==> src/rtl/cpu7_ecl_excp.sv <==
// ---------------------------------------------------------------------------
// cpu7_ecl_excp
//
// Exception / ERTN sequencer of the execution-control unit. It sits between
// the commit (WB) slot and the CSR file.
//
// When the commit slot carries an interrupt, an exception or an ERTN, the
// sequencer:
//   1. kills the slot (interrupt/exception) or lets it retire (ERTN),
//   2. spends one cycle issuing a pipeline flush together with the CSR
//      side-effect pulse (except or ertn),
//   3. holds a PC redirect (EENTRY or ERA) towards fetch until fetch
//      accepts it with ifu_redirect_ready.
// While it is busy, commit-slot inputs are ignored and nothing is queued.
//
// Ports
//   clk, reset            clock, synchronous active-high reset
//   wb_valid/pc/excp/     commit-slot instruction and its exception info
//   ecode/ertn
//   int_req, csr_crmd_ie  pending unmasked interrupt, global enable
//   csr_eentry, csr_era   exception entry and return address from CSR file
//   ifu_redirect_ready    fetch accepts the redirect
//   ecl_commit_en         commit-slot instruction may retire (combinational)
//   ecl_csr_except/ertn   one-cycle CSR side-effect pulses
//   ecl_csr_era/ecode     ERA / ESTAT.Ecode values, valid with ecl_csr_except
//   ecl_flush             one-cycle pipeline flush
//   ecl_redirect_valid/pc redirect request and target towards fetch
//   ecl_busy              sequencer is not idle
// ---------------------------------------------------------------------------
module cpu7_ecl_excp #(
    parameter int GRLEN   = 32,
    parameter int ECODE_W = 6
) (
    input  logic               clk,
    input  logic               reset,
    input  logic               wb_valid,
    input  logic [GRLEN-1:0]   wb_pc,
    input  logic               wb_excp,
    input  logic [ECODE_W-1:0] wb_ecode,
    input  logic               wb_ertn,
    input  logic               int_req,
    input  logic               csr_crmd_ie,
    input  logic [GRLEN-1:0]   csr_eentry,
    input  logic [GRLEN-1:0]   csr_era,
    input  logic               ifu_redirect_ready,
    output logic               ecl_commit_en,
    output logic               ecl_csr_except,
    output logic               ecl_csr_ertn,
    output logic [GRLEN-1:0]   ecl_csr_era,
    output logic [ECODE_W-1:0] ecl_csr_ecode,
    output logic               ecl_flush,
    output logic               ecl_redirect_valid,
    output logic [GRLEN-1:0]   ecl_redirect_pc,
    output logic               ecl_busy
);

    // Sequencer states
    localparam logic [1:0] ST_IDLE  = 2'd0;
    localparam logic [1:0] ST_FLUSH = 2'd1;
    localparam logic [1:0] ST_REDIR = 2'd2;

    // Kind of event being sequenced
    localparam logic [1:0] KIND_INT  = 2'd0;
    localparam logic [1:0] KIND_EXC  = 2'd1;
    localparam logic [1:0] KIND_ERTN = 2'd2;

    logic [1:0]         r_state;
    logic [1:0]         r_kind;
    logic [GRLEN-1:0]   r_era;
    logic [ECODE_W-1:0] r_ecode;
    logic [GRLEN-1:0]   r_redirect_pc;

    logic w_idle;
    logic w_take_int;
    logic w_take_exc;
    logic w_take_ertn;
    logic w_take_any;
    logic w_in_flush;

    // Events are only qualified in IDLE with a valid commit slot; this keeps
    // a stale int_req or wb_* from starting a sequence on an empty slot.
    assign w_idle      = (r_state == ST_IDLE);
    assign w_take_int  = w_idle & wb_valid & int_req & csr_crmd_ie;
    assign w_take_exc  = w_idle & wb_valid & wb_excp;
    assign w_take_ertn = w_idle & wb_valid & wb_ertn;
    assign w_take_any  = w_take_int | w_take_exc | w_take_ertn;
    assign w_in_flush  = (r_state == ST_FLUSH);

    // ERTN retires normally; interrupted or excepting instructions are killed.
    assign ecl_commit_en = wb_valid & w_idle & ~w_take_int & ~w_take_exc;

    always_ff @(posedge clk) begin
        if (reset) begin
            r_state       <= ST_IDLE;
            r_kind        <= KIND_INT;
            r_era         <= '0;
            r_ecode       <= '0;
            r_redirect_pc <= '0;
        end else begin
            case (r_state)
                ST_IDLE: begin
                    if (w_take_any) begin
                        r_state <= ST_FLUSH;
                        r_era   <= wb_pc;
                        // Priority: interrupt over exception over ERTN.
                        // Ecode is left untouched for ERTN.
                        if (w_take_int) begin
                            r_kind  <= KIND_INT;
                            r_ecode <= '0;
                        end else if (w_take_exc) begin
                            r_kind  <= KIND_EXC;
                            r_ecode <= wb_ecode;
                        end else begin
                            r_kind  <= KIND_ERTN;
                        end
                    end
                end
                ST_FLUSH: begin
                    // Target is captured in the flush cycle, before the CSR
                    // file acts on the except/ertn pulse, so a CSR write in
                    // this same cycle cannot leak into the redirect.
                    r_redirect_pc <= (r_kind == KIND_ERTN) ? csr_era : csr_eentry;
                    r_state       <= ST_REDIR;
                end
                ST_REDIR: begin
                    if (ifu_redirect_ready) begin
                        r_state <= ST_IDLE;
                    end
                end
                default: begin
                    r_state <= ST_IDLE;
                end
            endcase
        end
    end

    // Pulses are decoded from the one-cycle FLUSH state, so a reset that
    // returns the state to IDLE also suppresses them.
    assign ecl_flush          = w_in_flush;
    assign ecl_csr_except     = w_in_flush & (r_kind != KIND_ERTN);
    assign ecl_csr_ertn       = w_in_flush & (r_kind == KIND_ERTN);
    assign ecl_redirect_valid = (r_state == ST_REDIR);
    assign ecl_busy           = ~w_idle;
    assign ecl_csr_era        = r_era;
    assign ecl_csr_ecode      = r_ecode;
    assign ecl_redirect_pc    = r_redirect_pc;

endmodule

==> config.mk <==
export PLATFORM = sky130hd
export DESIGN_NAME = cpu7_ecl_excp
export DESIGN_NICKNAME = d
export VERILOG_FILES = /design/src/rtl/cpu7_ecl_excp.sv
export SDC_FILE = /design/constraint.sdc
export NUM_CORES = 1
export LEC_CHECK = 0
export ABC_AREA = 1
export CAP_MARGIN = 20
export CORE_ASPECT_RATIO = 1.5
export CORE_MARGIN = 5
export CORE_UTILIZATION = 39
export DETAILED_ROUTE_END_ITERATION = 8
export PLACE_DENSITY = 0.81
export SYNTH_ARGS = -nofsm -noshare
export SYNTH_HDL_FRONTEND = slang
export SYNTH_SLANG_ARGS = --single-unit
==> constraint.sdc <==
create_clock -name clk -period 1.55 [get_ports clk]
set_input_delay 0.155 -clock clk [delete_from_list [all_inputs] [get_ports clk]]
set_output_delay 0.155 -clock clk [all_outputs]
set_load 0.05 [all_outputs]
# Yosys cells after proc, flatten, opt, wreduce, memory -nomap -nowiden
# Cells that the tools add are included.
# Widths: inputs -> output; s select.
# word_totals
reg_bits,74
inputBits,110
elab_cells,38
output_inout_bits,76
# classes
n_eq_ne,6
n_bitwise,14
reduce_logical,5
mux,8
# ops
cell,count
$mux 32,1
$mux 6,2
$and 1x1->1,9
$mux 2,4
$pmux 2 s3,1
$eq 2x2->1 const B,2
$ne 2x2->1 const B,2
$reduce_and 2->1,2
$not 1->1,3
$reduce_and 3->1,1
$eq 2x1->1 const B,1
$logic_not 2->1,1
$ne 2x1->1 const B,1
$or 1x1->1,2
$reduce_bool 2->1,1

# Depth between registers and ports, before layout
# Gate-level depths: netlist of the first run.
# logic_depth
depth_word,8
mapped_depth,9
mapped_depth_nobuf,7

# Worst setup path before layout of the first run
# Ideal clock, no wire load.
# synth_path
kind,register to register
startpoint,register r_state[1]
endpoint,register r_state[1]
path_stages_with_launch,5
t_required_ns,1.480
arrival_ns,1.354
synth_period_minus_slack_ns,1.424
path_buffers,0
path_slack_ns,0.126
setup_time_ns,0.070
cell_sequence,dfxtp_1 inv_1 nor2_1 nand2_1 a21oi_1
# synth_via
elab_cells_between_ends,14
cone_classes,eq/ne (4); mux (1); bitwise (7); reduce/logical (2)
# synth_rtl
element,line,rtl
"start, declared",67,logic [1:0] r_state;
"start signal, assigned",94,r_state <= ST_IDLE;
"start signal, assigned",103,r_state <= ST_FLUSH;
"start signal, assigned",123,r_state <= ST_REDIR;
$eq 2x2->1 *,n/a,
net ecl_redirect_valid,52,"output logic ecl_redirect_valid,"
$ne 2x2->1 (no source line),n/a,
$reduce_and 2->1 (no source line),n/a,
# Mark *: on every way through the listed nets, which the timed path passes. The rest lies on a longest branch.
# A chain may end at the register's enable or synchronous reset.

# Final worst setup path of the first run
# layout_path
startpoint,register r_state[0]
endpoint,output ecl_commit_en
# layout_via
elab_chain_len,7
elab_cells_between_ends,9
cone_classes,bitwise (8); reduce/logical (1)
# layout_rtl
element,line,rtl
$logic_not 2->1 *,82,assign w_idle = (r_state == ST_IDLE);
$and 1x1->1 *,"83, 84, 90",
$and 1x1->1 (2 in series),83,assign w_take_int = w_idle & wb_valid & int_req & csr_crmd_ie;
$not 1->1,90,assign ecl_commit_en = wb_valid & w_idle & ~w_take_int & ~w_take_exc;
$and 1x1->1,90,
$and 1x1->1 *,90,
"end, declared",46,"output logic ecl_commit_en,"
# Every way passes the cells marked *; elsewhere a longest branch is shown, timed or not.

==> metrics.yaml, run 1 <==
worst_setup_path:
  crit_end: "ecl_commit_en"
  worstSetupPathType: "reg2out"
  r2r_slack_ns: 0.15
  r2r_end: "ecl_csr_era[16]"
  crit_path_start_kind: "flip-flop"
  cp_max_fo: 4
  required_ns: 1.39
  arrival_ns: 1.35
  reg2reg_depth: 8
  crit_path_end_kind: "output port"
  max_stage_delay_ns: 0.35
  startpoint: "r_state[0]"
  slowest_stage: "dfxtp_2"
  crit_chain: "nor2_4, nand3_4, buf_4, nand3_1, inv_1, buf_12"
  reg2reg_from: "r_state[0]"
synthesis:
  yosysWarnings: 0
  syn_area_mm2: 0.00335
  synth_top_area_share_pct: 44.2
  synthTopCellsByCount: "nand2_1 (132), dfxtp_1 (74), inv_1 (49), nor2_1 (46), a31oi_1 (32)"
  synth_edf_count: 0
  synth_area_leaders: "dfxtp_1 (44%), nand2_1 (15%), nand2_4 (7.1%)"
  synthesis.instances: 438
  ys_seq_area_share_pct: 44.2
  syn_area_per_cell_um2: 7.64
  async_flop_share_pct: 0
  synth_seq_cells: 74
  synth_most_common_cell: "nand2_1"
  yosys.area.top_type: "dfxtp_1"
  netlist-cell-type-count: 25
  syn_nets: 548
  synth_ff_type: "dfxtp_1"
timing:
  final.setup.worst_slack_ns: 0.0411
  fin_hold_ws_ns: 0.387
  setup_viol: 0
  period_share_pct: 97.3
  clock_skew_ns: 0.00754
  worst_slew_pin_slew_ns: 0.297
  finalMaxSlewViolations: 0
  period_minus_slack_ns: 1.51
  finalHoldViolations: 0
  fmax_ghz: 0.663
  rsz0062_at_grt: "true"
  max-slew-margin-rel_pct: 80.1
global_route:
  grt_pass1_wl_mm: 15.7
  grt_start_max_net_pins: 36
  grt_usage_pct: 18.8
  antenna_found_initial: 0
  grt-ovfl-total: 0
  grt_pass1_vias: 3474
clock_tree:
  cts_made_buffers: 9
  cts_root_buffer: "clkbuf_16"
  ctsHoldBuffers: 0
  clkSinkCount: 74
  clock_latency_ns: 0.33
  cts_tree: "yes"
  clockBufferDepth: 2
  clkSlewWorstSetupHoldPaths_ns: 0.06
  htreeDepth: 3
placement:
  gp_congestion: 0.753
  dp_hpwl_mm: 7.50
  dp_slack_ns: 0.00280
  placed_cells: 721
  portBuffers: 185
finish:
  drive_gt1_share_pct: 29.5
  n_fill_cell: 718
  area_growth_pct: 71.5
  utilization_pct: 68.2
  fin_nets: 750
  stdcell_count: 752
  antennaDiodeCount: 0
floorplanning:
  dieArea_mm2: 0.0106
  num_io_pins: 186
  start_util_pct: 39.8
  fp.dieW_um: 85.7
  die_y_um: 123
  rows: 41
  core_mm2: 0.00841
run:
  maxCapViolations: 0
routing:
  via_count: 3445
  wl_per_cell_um: 13.7
  route.detailed.drc: 0
  antenna_left: 0
  viasPerCell: 4.58
  wl_mm: 10.3
  drt_iter0_markers: 79
  first_pass_iters: 4
pwr:
  max-vdd-ir-drop_v: 0.000683
  power.leakage_nw: 2.66
  powerDensity_mw_per_mm2: 1100
run_status:
  status: "finished, final reports clean"
hold_path:
  hp-class: "in2reg"
==> report_power, final <==
part           internal (mW)  total (mW)  switching (mW)
logic                  0.818        2.01            1.19
clock network           1.33        2.10           0.772
registers               2.08        2.17          0.0958
total                   4.23        6.29            2.06
==> worst min-delay path by stage <==
stage,from,endpoint,cells past startpoint
floorplan,wb_ecode[0],ecl_csr_ecode[0],2
global placement,ecl_csr_ecode[0],ecl_csr_ecode[0],2
detailed placement,ecl_csr_ecode[4],ecl_csr_ecode[4],2
CTS,csr_eentry[13],ecl_redirect_pc[13],3
global route,csr_eentry[13],ecl_redirect_pc[13],3
finish,csr_eentry[13],ecl_redirect_pc[13],3
==> cell usage in the layout (no fill, tap or decap), types with 7 or more instances in the layout <==
cell             synthesis  routed
a31oi_1                 32      32
buf_12                   3      13
buf_4                    1      89
clkbuf_16                0      10
clkdlybuf4s50_1          0     109
dfxtp_1                 74      72
inv_1                   49      49
nand2_1                132     132
nand2_2                 20      20
nand2_4                 21      21
nor2_1                  46      46
nor2_2                  20      20
o21ai_0                  7       7
==> timing repair <==
action,4_1_cts,5_1_grt
resized for setup,1,2
pin swaps,3,2
cloned,2,1
setup buffers,3,9
setup endpoints to repair,4,4
==> cells by family (layout without fill, tap and decap cells) <==
| logic type | Yosys count | count (layout) | synth area share, % |
|---|---|---|---|
| buf+inv | 73 | 280 | 10.6 |
| compound gates | 43 | 43 | 8.03 |
| simple gates | 248 | 248 | 37.1 |
| flops | 74 | 74 | 44.2 |
==> final cells by class <==
class	instances	area, um^2	share of cell area, %
clock buffer	12	256	4.47
clock inverter	4	50.0	0.872
inverter	50	188	3.27
tap	107	134	2.33
multi-input combinational	291	1520	26.5
sequential	74	1480	25.8
timing repair buffer	214	2110	36.7
==> metrics by stage <==
stage,power [mW],TNS [ns],cell area (um^2)
after detailed placement,4.15,0,5240
after CTS,6.31,0,5640
after floorplan,3.42,0,3350
after global placement,4.12,0,5240
after global routing,6.55,-0.0247,5740
final,6.29,0,5740
==> sequential cells by signal (all words and copies together) (netlist names) <==
| signal | flops |
|---|---|
| r_kind | 2 |
| ecl_csr_era | 32 |
| ecl_redirect_pc | 32 |
| r_state | 2 |
| ecl_csr_ecode | 6 |
==> critical path, delay by kind of cell, from the launching register on <==
kind / cells / cell delay, ns
buffers and inverters: 3 / 0.38
flip-flops: 1 / 0.35
AND/OR/NAND/NOR: 3 / 0.31
==> layer usage <==
metal | vias to the layer above | part of all wire (%) | GRT usage [%]
met2 | 158 | 53 | 33.9
met1 | 1532 | 36 | 19.5
met4 | 0 | 1.8 | 7.43
met3 | 16 | 9.0 | 7.27
met5 | - | 0 | 0
li1 | 1739 | - | -
No activity file was read; power rests on OpenSTA's default activity.
==> inputs of run 2 (changes only) <==
--- a/config.mk
+++ b/config.mk
@@ -9,9 +9,9 @@
 export CAP_MARGIN = 20
 export CORE_ASPECT_RATIO = 1.5
 export CORE_MARGIN = 5
-export CORE_UTILIZATION = 39
+export CORE_UTILIZATION = 40
 export DETAILED_ROUTE_END_ITERATION = 8
-export PLACE_DENSITY = 0.81
+export DONT_BUFFER_PORTS = 1
 export SYNTH_ARGS = -nofsm -noshare
 export SYNTH_HDL_FRONTEND = slang
 export SYNTH_SLANG_ARGS = --single-unit
==> run 2 against run 1 <==
  * Clock-buffer cell count down 2
  * First-iteration DRC count increased by 120%
  * Highest routed layer is now met5
  * Combinational power is 14% lower
  * Die area shrank 2.3%
==> metrics.yaml, run 2 (synthesized netlist as in run 1, its figures left out) <==
worst_setup_path:
  crit_path_end_kind: "output port"
  cp_max_fo: 17  # +13
  worstSetupPathType: "reg2out"
  required_ns: 1.39  # about the same
  arrival_ns: 1.35  # about the same
  r2r_slack_ns: 0.12  # -0.03 ns
  crit_path_start_kind: "flip-flop"
timing:
  finalHoldViolations: 0  # unchanged
  max-slew-margin-rel_pct: 64.0  # -16 points
  clock_skew_ns: 0.00587  # -0.00166 ns
  tns_ns: 0  # unchanged
  fmax_ghz: 0.665  # +0.31%
  finalMaxSlewViolations: 0  # unchanged
  worst_slew_pin_slew_ns: 0.539  # +0.242 ns
  period_minus_slack_ns: 1.50  # -0.00460 ns
  setup_viol: 0  # unchanged
  period_share_pct: 97.1  # -0.30 points
run_status:
  status: "finished, final reports clean"
routing:
  wl_mm: 10.7  # +4.0%
  via_count: 3334  # -3.2%
  antenna_left: 0  # unchanged
  drt_iter0_markers: 171  # +120%
  viasPerCell: 4.85  # +5.9%
  route.detailed.drc: 0  # unchanged
  first_pass_iters: 4  # unchanged
  wl_per_cell_um: 15.6  # +14%
run:
  maxCapViolations: 0  # unchanged
global_route:
  grt_pass1_vias: 3411  # -1.8%
  top_usage_layer: "met2"
  met3_usage_pct: 9.13  # +1.9 points
  grt_start_max_net_pins: 35  # -2.8%
  use_met1_pct: 21.0  # +1.5 points
  grt_usage_pct: 20.1  # +1.2 points
  grt-ovfl-total: 0  # unchanged
  grt_pass1_wl_mm: 16.3  # +3.7%
  antenna_found_initial: 2  # +2
  grt_util_met2_pct: 33.3  # -0.62 points
pwr:
  max-vdd-ir-drop_v: 0.000741  # +8.6%
  power.leakage_nw: 2.39  # -10%
  powerDensity_mw_per_mm2: 1240  # +13%
floorplanning:
  num_io_pins: 186  # unchanged
  start_util_pct: 40.3  # +0.49 points
  rows: 41  # unchanged
  dieArea_mm2: 0.0103  # -2.3%
  fp.dieW_um: 84.7  # -1.1%
  core_mm2: 0.00831  # -1.2%
  die_y_um: 122  # -1.2%
placement:
  dp_hpwl_mm: 6.28  # -16%
  gp_congestion: 0.787  # +4.6%
  portBuffers: 0  # -100%
finish:
  final_cell_mix: "nand2_1 (131), dfxtp_1 (73), buf_4 (67)"
  area_growth_pct: 54.1
  n_fill_cell: 697  # -2.9%
  fin_nets: 684  # -8.8%
  mostFrequentLayoutCell: "nand2_1"
  utilization_pct: 62.1  # -6.1 points
  drive_gt1_share_pct: 29.5  # +0.076 points
clock_tree:
  clockBufferDepth: 2  # unchanged
  clock_latency_ns: 0.32  # about the same
  cts_root_buffer: "clkbuf_16"
  cts_tree: "yes"
  clkSinkCount: 74  # unchanged
  clkSlewWorstSetupHoldPaths_ns: 0.06  # about the same
  cts_made_buffers: 9  # unchanged
  htreeDepth: 3  # unchanged
hold_path:
  hp-class: "in2reg"
-- run 2: changes by cell type in the layout (fill, tap and decap cells not counted), sizes merged, moves of 2 or more --
cell,delta
buf,-23
bufinv,+2
clkbuf,-2
clkdlybuf4s50,-109
dlygate4sd3,+66
-- run 2: area by class of cell --
type                    count  area [um^2]  share of cell area [%]
clock buffers              10          239                    4.63
well taps                 107          134                    2.59
inverters                  50          191                    3.71
diodes                      1         2.50                  0.0485
repair buffers            148         1480                    28.6
multi-input cells         291         1520                    29.5
flip-flops and latches     74         1480                    28.7
clock inverters             6          114                    2.21
-- run 2: repair_timing --
action	4_1_cts	5_1_grt
cloned	2	1
pin swaps	1	3
buffers inserted	2	6
hold buffers	67	0
setup endpoints to repair	3	4
endpoints found under the hold margin	39	0
resized for setup	4	7
-- run 2: final timing paths --
| check | start | cells past startpoint | endpoint |
|---|---|---|---|
| worst max register to register | r_state[0] | 7 | ecl_redirect_pc[14] |
| worst max-delay path | r_state[1] | 4 | ecl_flush |
| worst min-delay path | ifu_redirect_ready | 3 | r_state[1] |
| worst min register to register | ecl_csr_era[4] | 2 | ecl_csr_era[4] |
-- run 2: metal layers --
metal / routed length [um] / vias up / share of wire (%)
met5: 7 / - / 0.065
met4: 439 / 2 / 4.1
met3: 1180 / 34 / 11
met2: 5290 / 191 / 49
met1: 3810 / 1499 / 36
li1: - / 1608 / -
-- run 2: critical path, stage by stage (launching register included) --
cell and delay [ns]:
dfxtp_1 0.37, inv_1 0.10, nand2_4 0.12, buf_12 0.17, clkinvlp_4 0.25
-- run 2: per-stage QoR --
| step | setup WS [ns] | std cells | area, um^2 | hold WS [ns] | total power, mW |
|---|---|---|---|---|---|
| floorplan | 0.126 | 438 | 3350 | 0.303 | 3.42 |
| global placement | 0.214 | 592 | 3940 | 0.229 | 3.74 |
| detailed placement | 0.154 | 592 | 3940 | 0.230 | 3.77 |
| CTS | -0.00293 | 679 | 5070 | 0.00391 | 6.38 |
| global route | -0.00252 | 687 | 5160 | 0.00180 | 6.66 |
| finish | 0.0457 | 687 | 5160 | 0.0105 | 6.38 |
-- run 2: power breakdown --
group          leakage [nW]  internal [mW]  switching [mW]
combinational          1.62          0.632            1.10
sequential            0.609           2.08           0.176
clock                 0.165           1.62           0.782
==> inputs of run 3 (changes only) <==
--- a/config.mk
+++ b/config.mk
@@ -9,7 +9,7 @@
 export CAP_MARGIN = 20
 export CORE_ASPECT_RATIO = 1.5
 export CORE_MARGIN = 5
-export CORE_UTILIZATION = 40
+export CORE_UTILIZATION = 35
 export DETAILED_ROUTE_END_ITERATION = 8
 export DONT_BUFFER_PORTS = 1
 export SYNTH_ARGS = -nofsm -noshare
==> run 3 against run 2 <==
  * Sequential power barely moved
  * Clock power barely moved
  * Highest routed layer unchanged
  * Core utilization decreased by 7.1 points
  * Final cell count rose by 1.0%
==> metrics.yaml, run 3 (synthesized netlist as in run 1, its figures left out) <==
worst_setup_path:
  arrival_ns: 1.33  # -0.02 ns
  r2r_end: "ecl_csr_era[4]"
  slowest_stage: "dfxtp_1"
  cp_num_buf_inv: 3  # unchanged
  crit_path_start_kind: "flip-flop"
  crit_path_end_kind: "output port"
  worstSetupPathType: "reg2out"
  r2r_slack_ns: 0.13  # about the same
  required_ns: 1.39  # about the same
  max_stage_delay_ns: 0.34  # -0.03 ns
  reg2reg_depth: 8  # +1
  cpLargestDelayFamily: "buffers and inverters"
  cpMostUsedCell: "buf_12"
  reg2reg_from: "r_state[0]"
  cp_max_fo: 17  # unchanged
  crit_chain: "inv_2, nand2_4, a21oi_4, buf_12, buf_12"
  startpoint: "r_state[1]"
global_route:
  grt-ovfl-total: 0  # unchanged
  grt_start_max_net_pins: 35  # unchanged
  grt_pass1_vias: 3264  # -4.3%
  grt_pass1_wl_mm: 15.4  # -5.0%
  antenna_found_initial: 1  # -1
  grt_usage_pct: 16.3  # -3.8 points
clock_tree:
  htreeDepth: 3  # unchanged
  cts_made_buffers: 9  # unchanged
  clockBufferDepth: 2  # unchanged
  clkSlewWorstSetupHoldPaths_ns: 0.06  # about the same
  clkSinkCount: 74  # unchanged
  cts_root_buffer: "clkbuf_16"
  cts_tree: "yes"
  clock_latency_ns: 0.33  # about the same
run:
  maxCapViolations: 0  # unchanged
floorplanning:
  rows: 43  # +4.9%
  fp.dieW_um: 89.9  # +6.1%
  num_io_pins: 186  # unchanged
  core_mm2: 0.00931  # +12%
  start_util_pct: 36.0  # -4.3 points
  dieArea_mm2: 0.0117  # +13%
  die_y_um: 130  # +6.3%
placement:
  portBuffers: 0  # unchanged
  gp_congestion: 0.749  # -4.9%
  dp_slack_ns: 0.140  # -0.0139 ns
  dp_hpwl_mm: 6.35  # +1.0%
  placed_cells: 598  # +1.0%
  post_dp_cell_area_mm2: 0.00390  # -0.92%
finish:
  stdcell_count: 694  # +1.0%
  mostFrequentLayoutCell: "nand2_1"
  fin_nets: 687  # +0.44%
  drive_gt1_share_pct: 29.2  # -0.32 points
  final_cell_mix: "nand2_1 (132), dfxtp_1 (73), buf_4 (73)"
  final_cell_area_mm2: 0.00512  # -0.82%
  area_growth_pct: 52.8
  antennaDiodeCount: 0  # -1
pwr:
  pwr-share-comb_pct: 26.6  # -0.5 points
  pwr-share-clk_pct: 38.2  # +0.6 points
  seqPwrFrac_pct: 35.3  # about the same
  p_int_mw: 4.32  # about the same
  swShare_pct: 31.8  # -0.42 points
  power.leakage_nw: 2.38  # -0.55%
  switching_power_mw: 2.01  # -2.0%
  powerDensity_mw_per_mm2: 1240  # +0.11%
  max-vdd-ir-drop_v: 0.000681  # -8.1%
  total_power_mw: 6.33  # -0.72%
timing:
  fmax_ghz: 0.671  # +0.97%
  worst_slew_pin_slew_ns: 0.568  # +0.0289 ns
  finalHoldViolations: 0  # unchanged
  finalMaxSlewViolations: 0  # unchanged
  rsz0062_at_grt: "true"
  setup_viol: 0  # unchanged
  period_share_pct: 96.1  # -0.93 points
  final.setup.worst_slack_ns: 0.0601  # +0.0144 ns
  tns_ns: 0  # unchanged
  max-slew-margin-rel_pct: 61.9  # -2.1 points
  clock_skew_ns: 0.00255  # -0.00333 ns
  period_minus_slack_ns: 1.49  # -0.0144 ns
run_status:
  status: "finished, final reports clean"
routing:
  wl_per_cell_um: 15.0  # -4.2%
  drt_iter0_markers: 195  # +14%
  first_pass_iters: 5  # +1
  wl_mm: 10.4  # -3.3%
  viasPerCell: 4.83  # -0.44%
  antenna_left: 0  # unchanged
  route.detailed.drc: 0  # unchanged
  via_count: 3353  # +0.57%
hold_path:
  holdPathStages: 3  # unchanged
  holdCritStartpoint: "ifu_redirect_ready"
  hold_end: "r_state[1]"
  hp-class: "in2reg"
## run 3: cell types whose count changed in the layout (fill, tap and decap cells not counted), sizes merged
cell / previous run / this run
buf: 79 / 81
diode: 1 / 0
clkinvlp: 3 / 2
bufbuf: 2 / 0
clkbuf: 11 / 14
clkinv: 2 / 1
dlygate4sd3: 66 / 68
## run 3: tightest hold or removal path, delay by kind of cell
kind	cells	cell delay, ns
compound gates	1	0.06
simple gates	1	0.05
buf+inv	1	0.02
## run 3: layer usage
metal	vias to the layer above	wire (um)	GRT usage, %
li1	1615	-	-
met1	1483	3900	17.0
met2	216	4890	27.2
met3	37	1150	6.92
met4	2	429	10.3
met5	-	7	0
## run 3: worst max-delay path by stage
stage	cells past startpoint	endpoint	slack [ns]
final	5	ecl_csr_except	0.06
after global routing	4	ecl_commit_en	-0.003
after CTS	4	ecl_commit_en	0.003
after detailed placement	7	ecl_csr_era[26]	0.14
after global placement	7	ecl_csr_era[26]	0.22
after floorplan	4	r_state[1]	0.13
## run 3: layout make-up
cell class,count,area [um^2]
Inverter,50,191
Sequential cell,74,1480
Tap cell,112,140
Clock buffer,12,256
Multi-Input combinational cell,291,1520
Clock inverter,4,97.6
Fill cell,794,4190
Timing Repair Buffer,151,1430
## run 3: power by group through the flow
stage	logic, mW	registers, mW	clock network [mW]
2_1_floorplan	0.655	2.77	0
4_1_cts	1.64	2.24	2.48
5_1_grt	1.79	2.25	2.57
3_3_place_gp	1.44	2.27	0
6_report	1.68	2.23	2.42
3_5_place_dp	1.46	2.28	0
## run 3: timing repair
| action | in CTS | in global routing |
|---|---|---|
| gates cloned | 0 | 2 |
| pin swaps | 1 | 1 |
| endpoints found under the hold margin | 39 | 0 |
| endpoints found under the setup margin | 3 | 4 |
| hold buffers | 69 | 0 |
| buffers inserted | 2 | 7 |
| resized for setup | 9 | 2 |
## run 3: stage by stage
stage	util (%)	hold WS [ns]
after floorplan	-	0.303
after global placement	41.9	0.230
after detailed placement	41.9	0.229
after CTS	53.8	0.00152
after global routing	55.0	0.0142
final	55.0	0.0120
